`src/rtl/parking_controller.sv`:
```
// rtl/parking_controller.sv - parking gate controller: password check, slot occupancy, gate timing, lockout
// Optional feature macro: GATE_SENSOR_EN (adds car_sense_i, holds gate open while a car is present)
module parking_controller #(
    parameter int              NUM_SLOTS   = 10,
    parameter int              SLOT_W      = 4,
    parameter int              PASS_W      = 5,
    parameter logic [PASS_W-1:0] PASSWORD  = 5'b10011,
    parameter int              GATE_CYCLES = 50,
    parameter int              MAX_TRIES   = 3,
    parameter int              LOCK_CYCLES = 200
) (
    input  logic                 clk_i,
    input  logic                 rst_n_i,
    input  logic                 req_valid_i,
    input  logic                 req_exit_i,
    input  logic [SLOT_W-1:0]    req_slot_i,
    input  logic [PASS_W-1:0]    req_pass_i,
`ifdef GATE_SENSOR_EN
    input  logic                 car_sense_i,
`endif
    output logic                 req_ready_o,
    output logic                 err_pos_o,
    output logic                 err_pass_o,
    output logic                 err_lock_o,
    output logic                 dir_left_o,
    output logic                 dir_right_o,
    output logic                 gate_open_o,
    output logic [NUM_SLOTS-1:0] occupancy_o,
    output logic [SLOT_W-1:0]    free_count_o,
    output logic                 full_o
);

    localparam int TMR_MAX = (GATE_CYCLES > LOCK_CYCLES) ? GATE_CYCLES : LOCK_CYCLES;
    localparam int TMR_W   = $clog2(TMR_MAX + 1);
    localparam int FAIL_W  = $clog2(MAX_TRIES + 1);

    typedef enum logic [1:0] {
        ST_IDLE   = 2'd0,
        ST_CHECK  = 2'd1,
        ST_GATE   = 2'd2,
        ST_LOCKED = 2'd3
    } state_t;

    state_t                state_q, state_d;
    logic                  exit_q, exit_d;
    logic [SLOT_W-1:0]     slot_q, slot_d;
    logic [PASS_W-1:0]     pass_q, pass_d;
    logic                  ready_q, ready_d;
    logic                  err_pos_q, err_pos_d;
    logic                  err_pass_q, err_pass_d;
    logic                  err_lock_q, err_lock_d;
    logic                  dir_left_q, dir_left_d;
    logic                  dir_right_q, dir_right_d;
    logic                  gate_q, gate_d;
    logic [NUM_SLOTS-1:0]  occ_q, occ_d;
    logic [SLOT_W-1:0]     free_q, free_d;
    logic                  full_q, full_d;
    logic [FAIL_W-1:0]     fail_q, fail_d;
    logic [TMR_W-1:0]      tmr_q, tmr_d;

    logic                  in_range;
    logic [NUM_SLOTS-1:0]  slot_mask;
    logic                  slot_taken;
    logic                  hold_gate;

    // Out-of-range slots shift the mask to zero, so slot_taken is only trusted when in_range.
    assign in_range   = (slot_q != '0) && (slot_q <= SLOT_W'(NUM_SLOTS));
    assign slot_mask  = {{(NUM_SLOTS-1){1'b0}}, 1'b1} << (slot_q - SLOT_W'(1));
    assign slot_taken = |(occ_q & slot_mask);

`ifdef GATE_SENSOR_EN
    assign hold_gate = car_sense_i;
`else
    assign hold_gate = 1'b0;
`endif

    always_comb begin
        state_d     = state_q;
        exit_d      = exit_q;
        slot_d      = slot_q;
        pass_d      = pass_q;
        ready_d     = ready_q;
        err_pos_d   = 1'b0;
        err_pass_d  = 1'b0;
        err_lock_d  = err_lock_q;
        dir_left_d  = dir_left_q;
        dir_right_d = dir_right_q;
        gate_d      = gate_q;
        occ_d       = occ_q;
        free_d      = free_q;
        fail_d      = fail_q;
        tmr_d       = tmr_q;

        case (state_q)
            ST_IDLE: begin
                if (req_valid_i) begin
                    exit_d  = req_exit_i;
                    slot_d  = req_slot_i;
                    pass_d  = req_pass_i;
                    ready_d = 1'b0;
                    state_d = ST_CHECK;
                end
            end
            ST_CHECK: begin
                ready_d = 1'b1;
                state_d = ST_IDLE;
                if (pass_q != PASSWORD) begin
                    err_pass_d = 1'b1;
                    fail_d     = fail_q + FAIL_W'(1);
                    if (fail_q == FAIL_W'(MAX_TRIES - 1)) begin
                        err_lock_d = 1'b1;
                        tmr_d      = TMR_W'(LOCK_CYCLES - 1);
                        ready_d    = 1'b0;
                        state_d    = ST_LOCKED;
                    end
                end else begin
                    fail_d = '0;
                    if (!in_range || (slot_taken != exit_q)) begin
                        err_pos_d = 1'b1;
                    end else begin
                        gate_d  = 1'b1;
                        tmr_d   = TMR_W'(GATE_CYCLES - 1);
                        ready_d = 1'b0;
                        state_d = ST_GATE;
                        if (exit_q) begin
                            occ_d  = occ_q & ~slot_mask;
                            free_d = free_q + SLOT_W'(1);
                        end else begin
                            occ_d       = occ_q | slot_mask;
                            free_d      = free_q - SLOT_W'(1);
                            dir_left_d  = (slot_q <= SLOT_W'(NUM_SLOTS / 2));
                            dir_right_d = (slot_q >  SLOT_W'(NUM_SLOTS / 2));
                        end
                    end
                end
            end
            ST_GATE: begin
                if (tmr_q != '0) begin
                    tmr_d = tmr_q - TMR_W'(1);
                end else if (!hold_gate) begin
                    gate_d      = 1'b0;
                    dir_left_d  = 1'b0;
                    dir_right_d = 1'b0;
                    ready_d     = 1'b1;
                    state_d     = ST_IDLE;
                end
            end
            ST_LOCKED: begin
                if (tmr_q != '0) begin
                    tmr_d = tmr_q - TMR_W'(1);
                end else begin
                    err_lock_d = 1'b0;
                    fail_d     = '0;
                    ready_d    = 1'b1;
                    state_d    = ST_IDLE;
                end
            end
            default: begin
                ready_d = 1'b1;
                state_d = ST_IDLE;
            end
        endcase

        full_d = (free_d == '0);
    end

    always_ff @(posedge clk_i or negedge rst_n_i) begin
        if (!rst_n_i) begin
            state_q     <= ST_IDLE;
            exit_q      <= 1'b0;
            slot_q      <= '0;
            pass_q      <= '0;
            ready_q     <= 1'b1;
            err_pos_q   <= 1'b0;
            err_pass_q  <= 1'b0;
            err_lock_q  <= 1'b0;
            dir_left_q  <= 1'b0;
            dir_right_q <= 1'b0;
            gate_q      <= 1'b0;
            occ_q       <= '0;
            free_q      <= SLOT_W'(NUM_SLOTS);
            full_q      <= 1'b0;
            fail_q      <= '0;
            tmr_q       <= '0;
        end else begin
            state_q     <= state_d;
            exit_q      <= exit_d;
            slot_q      <= slot_d;
            pass_q      <= pass_d;
            ready_q     <= ready_d;
            err_pos_q   <= err_pos_d;
            err_pass_q  <= err_pass_d;
            err_lock_q  <= err_lock_d;
            dir_left_q  <= dir_left_d;
            dir_right_q <= dir_right_d;
            gate_q      <= gate_d;
            occ_q       <= occ_d;
            free_q      <= free_d;
            full_q      <= full_d;
            fail_q      <= fail_d;
            tmr_q       <= tmr_d;
        end
    end

    assign req_ready_o  = ready_q;
    assign err_pos_o    = err_pos_q;
    assign err_pass_o   = err_pass_q;
    assign err_lock_o   = err_lock_q;
    assign dir_left_o   = dir_left_q;
    assign dir_right_o  = dir_right_q;
    assign gate_open_o  = gate_q;
    assign occupancy_o  = occ_q;
    assign free_count_o = free_q;
    assign full_o       = full_q;

endmodule

```
`config.mk`:
```
export PLATFORM = sky130hd
export DESIGN_NAME = parking_controller
export DESIGN_NICKNAME = d
export VERILOG_FILES = /design/src/rtl/parking_controller.sv
export SDC_FILE = /design/constraint.sdc
export NUM_CORES = 1
export LEC_CHECK = 0
export BUFFER_PORTS_ARGS = -buffer_cell sky130_fd_sc_hd__buf_2
export CAP_MARGIN = 20
export CORE_UTILIZATION = 57
export DETAILED_ROUTE_END_ITERATION = 16
export GPL_ROUTABILITY_DRIVEN = 0
export PLACE_DENSITY_LB_ADDON = 0.15
export SLEW_MARGIN = 10
export SYNTH_ARGS = -nofsm -noshare
export SYNTH_HDL_FRONTEND = slang
export SYNTH_SLANG_ARGS = --single-unit
export TNS_END_PERCENT = 10
```
`constraint.sdc`:
```
create_clock -name clk_i -period 3.5 [get_ports clk_i]
set_clock_uncertainty 0.15 [all_clocks]
set_input_delay 0 -clock clk_i [delete_from_list [all_inputs] [get_ports clk_i]]
set_output_delay 0 -clock clk_i [all_outputs]
set_load 0.02 [all_outputs]
```
==> impl_metrics.ini, run 1 <==
[logic_synthesis]
synth_edf_count = 0
ys_ff_latch = 44
ys_top_cells_by_area = dfrtp_1 (43%), mux2_2 (8.0%), dfstp_2 (3.3%), nand2_1 (3.3%), ha_1 (2.6%)
synth_common_cells = dfrtp_1 (41), nand2_1 (21), mux2_2 (17)
ys_types = 50
async_flop_share_pct = 100.0
synth.most_common_cell = dfrtp_1
synth_top_area_cell = dfrtp_1
synth_cells = 221
ys_seq_area_share_pct = 46.33
netlist.area_leader.share_pct = 43.02
ys.flop_type = dfrtp_1
synth.net_count = 240
ys_warn_count = 0
avgSynthCellArea_um2 = 10.79
synth_area_um2 = 2385

[place]
post_dp_cell_area_um2 = 2546
detailed_place_hpwl_mm = 3.105
io_buffers = 34

[run]
drv_cap = 0

[setup_path]
critPathCaptureType = flop
setup.worst_path.start_class = flop
cp_max_fo = 24
path_class = reg -> reg
worstPathArrival_ns = 2.88
crit_required_ns = 3.53

[routing]
drc = 0
final_antenna_net_count = 0
dr.pass1.iters = 4
drtIter0Drc = 133
finalWirelength_mm = 4.626
wire_per_inst_um = 14.69
via_count = 1794
via_per_inst = 5.695

[sta]
rsz0062_at_grt = false
fin_setup_tns_ns = 0
max_freq_mhz = 351.3
relSlewSlack_pct = 55.78
setup_viol = 0
fin_crit_ns = 2.847
slew_viol_final = 0
worst_pin_slew_ns = 0.6572
final_hold_viol_count = 0
period_share_pct = 81.33

[run_status]
outcome = complete, no violations

[global_routing]
met1_usage_pct = 31.17
antenna_found_initial = 0
grt_start_max_net_pins = 45
grt.met2_usage_pct = 38.13
gr-usage-all-layers_pct = 23.61
grt_pass1_wl_mm = 7.886
first_global_vias = 1695
use_met3_pct = 5.822
grt.overflow.total = 0
grt.busiest_layer = met2

[floorplanning]
coreArea_um2 = 4000
io_pins = 35
die_w_um = 66.68
start_util_pct = 59.62
die_area_um2 = 4446
num_rows = 23
die_h_um = 66.68

[clock_network]
cts_setup_buffers = 0
cts_buffers = 5
cts_tree = built
root_buffer = clkbuf_8
clkLatencyLatePin_ns = 0.29
clk_pin_slew_ns = 0.08
htree_levels = 2
cts_resized = 0
clk_path_buf_depth = 2
cts_sinks = 44

[power]
powerDensity_nw_per_um2 = 788.1
p_leak_nw = 1.305
power_w = 0.002202
ir_worst_vdd_uv = 431.8

[finish]
layout-drive-gt1-share_pct = 27.17
nets = 283
postLayoutCellArea_um2 = 2794
antenna_cells = 0
fillers = 319
syn_to_final_growth_pct = 17.16

[min_path]
hold_class = in -> async
## per-layer routing
metal / vias to the layer above / wire length [µm] / share of wire, %
li1: 889 / - / -
met1: 865 / 2093 / 45
met2: 33 / 2340 / 51
met3: 7 / 139 / 3.0
met4: 0 / 52 / 1.1
met5: - / 0 / 0
## metrics by stage
step                      instances  hold WS, ns  util [%]  worst slack, ns
final                           315     0.004847     69.85           0.6534
after global routing            315      0.05234     69.85           0.4992
after CTS                       314       0.2718     69.35           0.6836
after detailed placement        294      0.05433     63.65           0.6796
after global placement          294      0.05244     63.65           0.7753
after floorplan                 221      -0.4456         -            1.087
## layout make-up
class	instances	area, µm²	area share [%]
multi-input combinational	158	1175	42.05
sequential	44	1105	39.54
timing repair buffer	48	317.8	11.37
tap	50	62.56	2.239
clock buffer	6	72.57	2.597
inverter	7	26.28	0.9404
clock inverter	2	35.03	1.254
## worst max-delay path, stage by stage, from the launching register on
cell     delay [ns]
dfrtp_1        0.68
mux2i_1        0.30
o32ai_2        0.13
nor4_4         0.37
mux2_4         0.45
nor4_1         0.27
mux2_2         0.37
## cells by family after synthesis
kind of cell / after synthesis / share of synthesized area (%)
AO/OA/AOI/OAI: 42 / 13.17
XOR/XNOR: 7 / 2.571
adder cells (fa/ha/maj): 6 / 3.463
buffers and inverters: 19 / 4.407
flip-flops: 44 / 46.33
multiplexers: 23 / 10.86
AND/OR/NAND/NOR: 80 / 19.20
## cell usage in the layout, fill, tap and decap left out, types with 3 or more instances in the layout
cell type	Yosys	layout
a21oi_1	6	6
a21o_1	5	5
dlygate4sd3_1	0	12
nand2_1	21	21
mux2i_1	3	3
ha_1	5	5
and2_1	3	3
xor2_1	4	4
dfstp_2	3	3
nor4_1	8	8
o21ai_0	9	9
nand3b_1	6	6
nor2_1	4	4
clkbuf_8	0	5
mux2_2	17	17
nand4b_1	3	3
xnor2_1	3	3
nand2b_1	8	8
dfrtp_1	41	41
nand3_1	6	6
a22o_1	3	3
nor3_1	11	11
inv_1	7	7
buf_2	3	34
## path summary, 6_finish.rpt
check / start / to / slack, ns / depth (start not counted)
setup / recovery: slot_q[1]$_DFFE_PN0P_ / flop / 0.65 / 6
hold reg to reg: gate_open_o$_DFFE_PN0P_ / gate_open_o$_DFFE_PN0P_ / 0.33 / 2
setup reg to reg: slot_q[1]$_DFFE_PN0P_ / flop / 0.65 / 6
hold / removal: rst_n_i / full_o$_DFF_PN0_ / 0.005 / 2
max in group asynchronous: rst_n_i / free_count_o[3]$_DFF_PN1_ / 2.66 / 3
min in group clk_i: req_exit_i / exit_q$_DFFE_PN0P_ / 0.33 / 4
## power by group
part           internal, W  leakage [nW]  total, W  switching, W
Sequential        0.000700         0.548  0.000960      0.000260
Clock             0.000212        0.0552  0.000380      0.000168
Combinational     0.000407         0.702  0.000862      0.000455
Total              0.00132          1.30   0.00220      0.000883
## timing repair
| item | 4_1_cts | 5_1_grt |
|---|---|---|
| endpoints found under the hold margin | 52 | 0 |
| hold buffers | 12 | 0 |
| setup endpoints to repair | 0 | 0 |
No activity file was read; power rests on OpenSTA's default activity.
==> inputs of run 2 (changes only) <==
- clock period: 3.5 -> 2.75 ns (I/O delays scaled with it)
==> run 2 against run 1 <==
  * Core utilization up 2.6 points
  * Register-to-register slack got worse by 0.51 ns
  * Global-route usage grew 1.7 points
  * Sequential share of layout area shrank 1.4 points
==> impl_metrics.ini, run 2 (same netlist as run 1, synthesis figures left out) <==
[run_status]
outcome = complete, no violations

[routing]
drc = 0
drtIter0Drc = 254
via_per_inst = 5.688
finalWirelength_mm = 5.141
final_antenna_net_count = 0
wire_per_inst_um = 15.72
via_count = 1860
dr.pass1.iters = 4

[clock_network]
cts_sinks = 44
clk_path_buf_depth = 2
root_buffer = clkbuf_8
clkLatencyLatePin_ns = 0.29
cts_tree = built
cts_setup_buffers = 0
cts_buffers = 5
htree_levels = 2
clk_pin_slew_ns = 0.09

[power]
powerDensity_nw_per_um2 = 1020
p_sw_share_pct = 39.68
seq_power_share_pct = 39.4
p_leak_nw = 1.362
ir_worst_vdd_uv = 685.9
power.switching_w = 0.001173
comb_power_share_pct = 43.0
p_int_w = 0.001783
p_clk_share_pct = 17.5

[floorplanning]
die_area_um2 = 4446
coreArea_um2 = 4000
num_rows = 23
io_pins = 35
die_w_um = 66.68
die_h_um = 66.68
start_util_pct = 59.62

[global_routing]
grt_pass1_wl_mm = 8.431
gr-usage-all-layers_pct = 25.30
grt.overflow.total = 0
antenna_found_initial = 0
grt_start_max_net_pins = 45
first_global_vias = 1724

[run]
drv_cap = 0

[setup_path]
slowest_stage = dfrtp_1
critPathBufInv = 1
crit_required_ns = 2.78
path_class = reg -> reg
critPathCaptureType = flop
worstPathArrival_ns = 2.63
slowest_delay_ns = 0.50
cp_cell_sequence = buf_4 > nand3b_1 > a21oi_1 > nor4_4 > mux2_4 > nor4_1 > mux2_2
cp_max_fo = 24
ff2ff_setup_slack_ns = 0.14
cp_top_family = multiplexers
setup.worst_path.start_class = flop

[place]
detailed_place_hpwl_mm = 3.409
io_buffers = 34
post_dp_cell_area_um2 = 2621

[sta]
fin_setup_tns_ns = 0
rsz0062_at_grt = false
max_freq_mhz = 383.7
final_hold_viol_count = 0
fin_hold_ws_ns = 0.3309
period_share_pct = 94.76
fin_crit_ns = 2.606
setup_viol = 0
worst_pin_slew_ns = 0.4820
relSlewSlack_pct = 67.67
slew_viol_final = 0

[finish]
postLayoutCellArea_um2 = 2897
nets = 294
final_common_cell = dfrtp_1
mostFrequentLayoutCells = dfrtp_1 (40), buf_2 (34), nand2_1 (21)
syn_to_final_growth_pct = 21.46
fillers = 297
layout-drive-gt1-share_pct = 30.43

[min_path]
hold_class = reg -> reg
==> run 2: cell count changes in the layout (fill, tap and decap cells not counted), sizes merged <==
cell / before / now
buf: 36 / 46
diode: 0 / 1
dlygate4sd3: 12 / 13
==> run 2: path summary, 6_finish.rpt <==
kind	from	endpoint	depth (start not counted)
setup / recovery	slot_q[1]$_DFFE_PN0P_	flop	7
min in group asynchronous	rst_n_i	free_count_o[0]$_DFF_PN0_	3
hold reg to reg	gate_open_o$_DFFE_PN0P_	gate_open_o$_DFFE_PN0P_	2
max in group asynchronous	rst_n_i	req_ready_o$_DFFE_PN1P_	4
setup reg to reg	slot_q[1]$_DFFE_PN0P_	flop	7
hold / removal	gate_open_o$_DFFE_PN0P_	gate_open_o$_DFFE_PN0P_	2
==> run 2: what timing repair did <==
action	CTS	global route
hold buffers	12	1
hold endpoints to repair	52	3
gates resized for setup	0	1
setup endpoints to repair	0	1
==> run 2: worst reg2reg max path, cell delays in order (launching register included) <==
cell and delay (ns):
dfrtp_1 0.50, buf_4 0.22, nand3b_1 0.16, a21oi_1 0.28
nor4_4 0.07, mux2_4 0.42, nor4_1 0.33, mux2_2 0.37
==> run 2: final cells by class <==
type / count / area [µm²] / share of cell area, %
Multi-Input combinational cell: 158 / 1175 / 40.56
Sequential cell: 44 / 1106 / 38.19
Tap cell: 50 / 62.56 / 2.160
Antenna cell: 1 / 2.502 / 0.08639
Timing Repair Buffer: 59 / 402.9 / 13.91
Clock buffer: 6 / 82.58 / 2.851
Clock inverter: 2 / 38.79 / 1.339
Inverter: 7 / 26.28 / 0.9071
==> run 2: metrics by stage <==
stage          std cells  util, %  power (W)  worst slack [ns]
2_1_floorplan        221        -   0.002084            0.3370
3_3_place_gp         304    65.53   0.002381            0.2053
3_5_place_dp         304    65.53   0.002413            0.1414
4_1_cts              324    71.57   0.002952            0.1392
5_1_grt              326    72.35   0.003171           0.01458
6_report             327    72.41   0.002955            0.1440
==> run 2: power groups by stage <==
stage / clock network, W / registers, W / logic [W]
4_1_cts: 0.000531 / 0.00116 / 0.00126
6_report: 0.000519 / 0.00117 / 0.00127
2_1_floorplan: 0 / 0.00115 / 0.000935
3_3_place_gp: 0 / 0.00117 / 0.00122
3_5_place_dp: 0 / 0.00117 / 0.00125
5_1_grt: 0.000558 / 0.00121 / 0.00141
==> run 2: metal layers <==
| metal | up-vias | wire (µm) | global-route usage, % |
|---|---|---|---|
| li1 | 917 | - | - |
| met1 | 895 | 2416 | 34.80 |
| met2 | 40 | 2508 | 40.40 |
| met3 | 8 | 128 | 4.110 |
| met4 | 0 | 87 | 8.245 |
| met5 | - | 0 | 0 |
==> inputs of run 3 (changes only) <==
- CORE_UTILIZATION: 57 -> 45
- REMOVE_ABC_BUFFERS: default -> 1
==> run 3 against run 2 <==
  * The run now ends with negative hold slack left
  * Clock power is 16% lower
  * First-iteration DRC count is 51% lower
  * Register-to-register slack hardly changed
  * Critical path type unchanged
==> impl_metrics.ini, run 3 (same netlist as run 1, synthesis figures left out) <==
[run_status]
outcome = complete, but fails checks
violations = negative hold slack

[floorplanning]
die_w_um = 74.80
start_util_pct = 46.69
io_pins = 35
die_h_um = 74.80
die_area_um2 = 5594
num_rows = 26
coreArea_um2 = 5107

[routing]
via_per_inst = 5.339
via_count = 1842
wire_per_inst_um = 14.18
finalWirelength_mm = 4.892
dr.pass1.iters = 4
drc = 0
drtIter0Drc = 124
final_antenna_net_count = 0

[finish]
layout-drive-gt1-share_pct = 30.18
syn_to_final_growth_pct = 20.93
mostFrequentLayoutCells = dfrtp_1 (41), buf_2 (34), nand2_1 (21)
final_common_cell = dfrtp_1
antenna_cells = 0
stdcell_count = 345
nets = 293

[clock_network]
root_buffer = clkbuf_8
htree_levels = 2
cts_tree = built
cts_buffers = 5
cts_resized = 0
clk_pin_slew_ns = 0.09
cts_sinks = 44
clkLatencyLatePin_ns = 0.29
clk_path_buf_depth = 2
holdBufCountCts = 12
cts_setup_buffers = 0

[setup_path]
path_class = reg -> reg
setup.worst_path.start_class = flop
critPathCaptureType = flop
ff2ff_setup_slack_ns = 0.14
cp_max_fo = 17
reg2reg_depth = 6
worstPathArrival_ns = 2.65
worstReg2RegStart = slot_q[0]$_DFFE_PN0P_
crit_required_ns = 2.78

[min_path]
hold_class = in -> async

[place]
dp_cells = 324
io_buffers = 34
detailed_place_hpwl_mm = 3.423

[sta]
fin_hold_ws_ns = -0.04297
max_freq_mhz = 382.5
final_hold_viol_count = 9
period_share_pct = 95.08
fin_setup_tns_ns = 0
fin_crit_ns = 2.615
relSlewSlack_pct = 61.27
slew_viol_final = 0
worst_pin_slew_ns = 0.5756
rsz0062_at_grt = false
setup_viol = 0

[power]
ir_worst_vdd_uv = 512.4
p_leak_nw = 1.340
powerDensity_nw_per_um2 = 985.7

[global_routing]
grt.overflow.total = 0
first_global_vias = 1703
antenna_found_initial = 0
gr-usage-all-layers_pct = 19.25
grt_start_max_net_pins = 45
grt_pass1_wl_mm = 8.142

[run]
drv_cap = 0
==> run 3: cell count changes in the layout (fill, tap and decap cells not counted), sizes merged <==
cell,change
bufinv,-1
clkinv,-1
clkinvlp,+2
diode,-1
dlygate4sd3,-1
==> run 3: per-stage QoR <==
stage	hold WS [ns]	cell area (µm²)	total power [W]	utilization (%)	setup WS, ns
floorplan	-0.4456	2306	0.002002	-	0.1837
global placement	0.07951	2646	0.002389	51.81	0.1714
detailed placement	0.06580	2646	0.002409	51.81	0.1602
CTS	0.2916	2864	0.002859	56.08	0.1530
global route	0.001180	2884	0.003070	56.47	0.01631
finish	-0.04297	2884	0.002843	56.47	0.1354
==> run 3: per-layer routing <==
metal | GRT usage (%) | part of all wire, % | vias to the layer above
met5 | 0 | 0 | -
met4 | 4.822 | 1.2 | 0
li1 | - | - | 911
met2 | 27.93 | 44 | 49
met1 | 28.93 | 51 | 875
met3 | 4.552 | 3.9 | 7
==> run 3: where the power goes <==
| group | total [W] | switching, W | internal [W] | leakage (nW) |
|---|---|---|---|---|
| clock | 0.000437 | 0.000233 | 0.000204 | 0.0434 |
| combinational | 0.00125 | 0.000660 | 0.000585 | 0.749 |
| sequential | 0.00116 | 0.000268 | 0.000892 | 0.548 |
==> run 3: layout make-up <==
type,instances,area (µm²)
multi-input cells,158,1175
well taps,70,87.58
repair buffers,58,392.9
flip-flops and latches,44,1105
inverters,7,26.28
clock buffers,6,82.58
clock inverters,2,15.01
fillers,461,2223
==> run 3: worst max path at each step <==
| stage | startpoint | to | slack [ns] | cells past startpoint |
|---|---|---|---|---|
| 2_1_floorplan | slot_q[1]$_DFFE_PN0P_ | flop | 0.18 | 6 |
| 3_3_place_gp | slot_q[0]$_DFFE_PN0P_ | flop | 0.17 | 6 |
| 3_5_place_dp | slot_q[0]$_DFFE_PN0P_ | flop | 0.16 | 6 |
| 4_1_cts | slot_q[0]$_DFFE_PN0P_ | flop | 0.15 | 6 |
| 5_1_grt | slot_q[0]$_DFFE_PN0P_ | flop | 0.02 | 6 |
| 6_report | slot_q[0]$_DFFE_PN0P_ | flop | 0.14 | 6 |
==> run 3: critical path, stage by stage, from the launching register on <==
cell	delay, ns
dfrtp_1	0.57
mux2i_1	0.30
o32ai_2	0.13
nor4_4	0.27
mux2_4	0.42
nor3_1	0.28
mux2_2	0.37
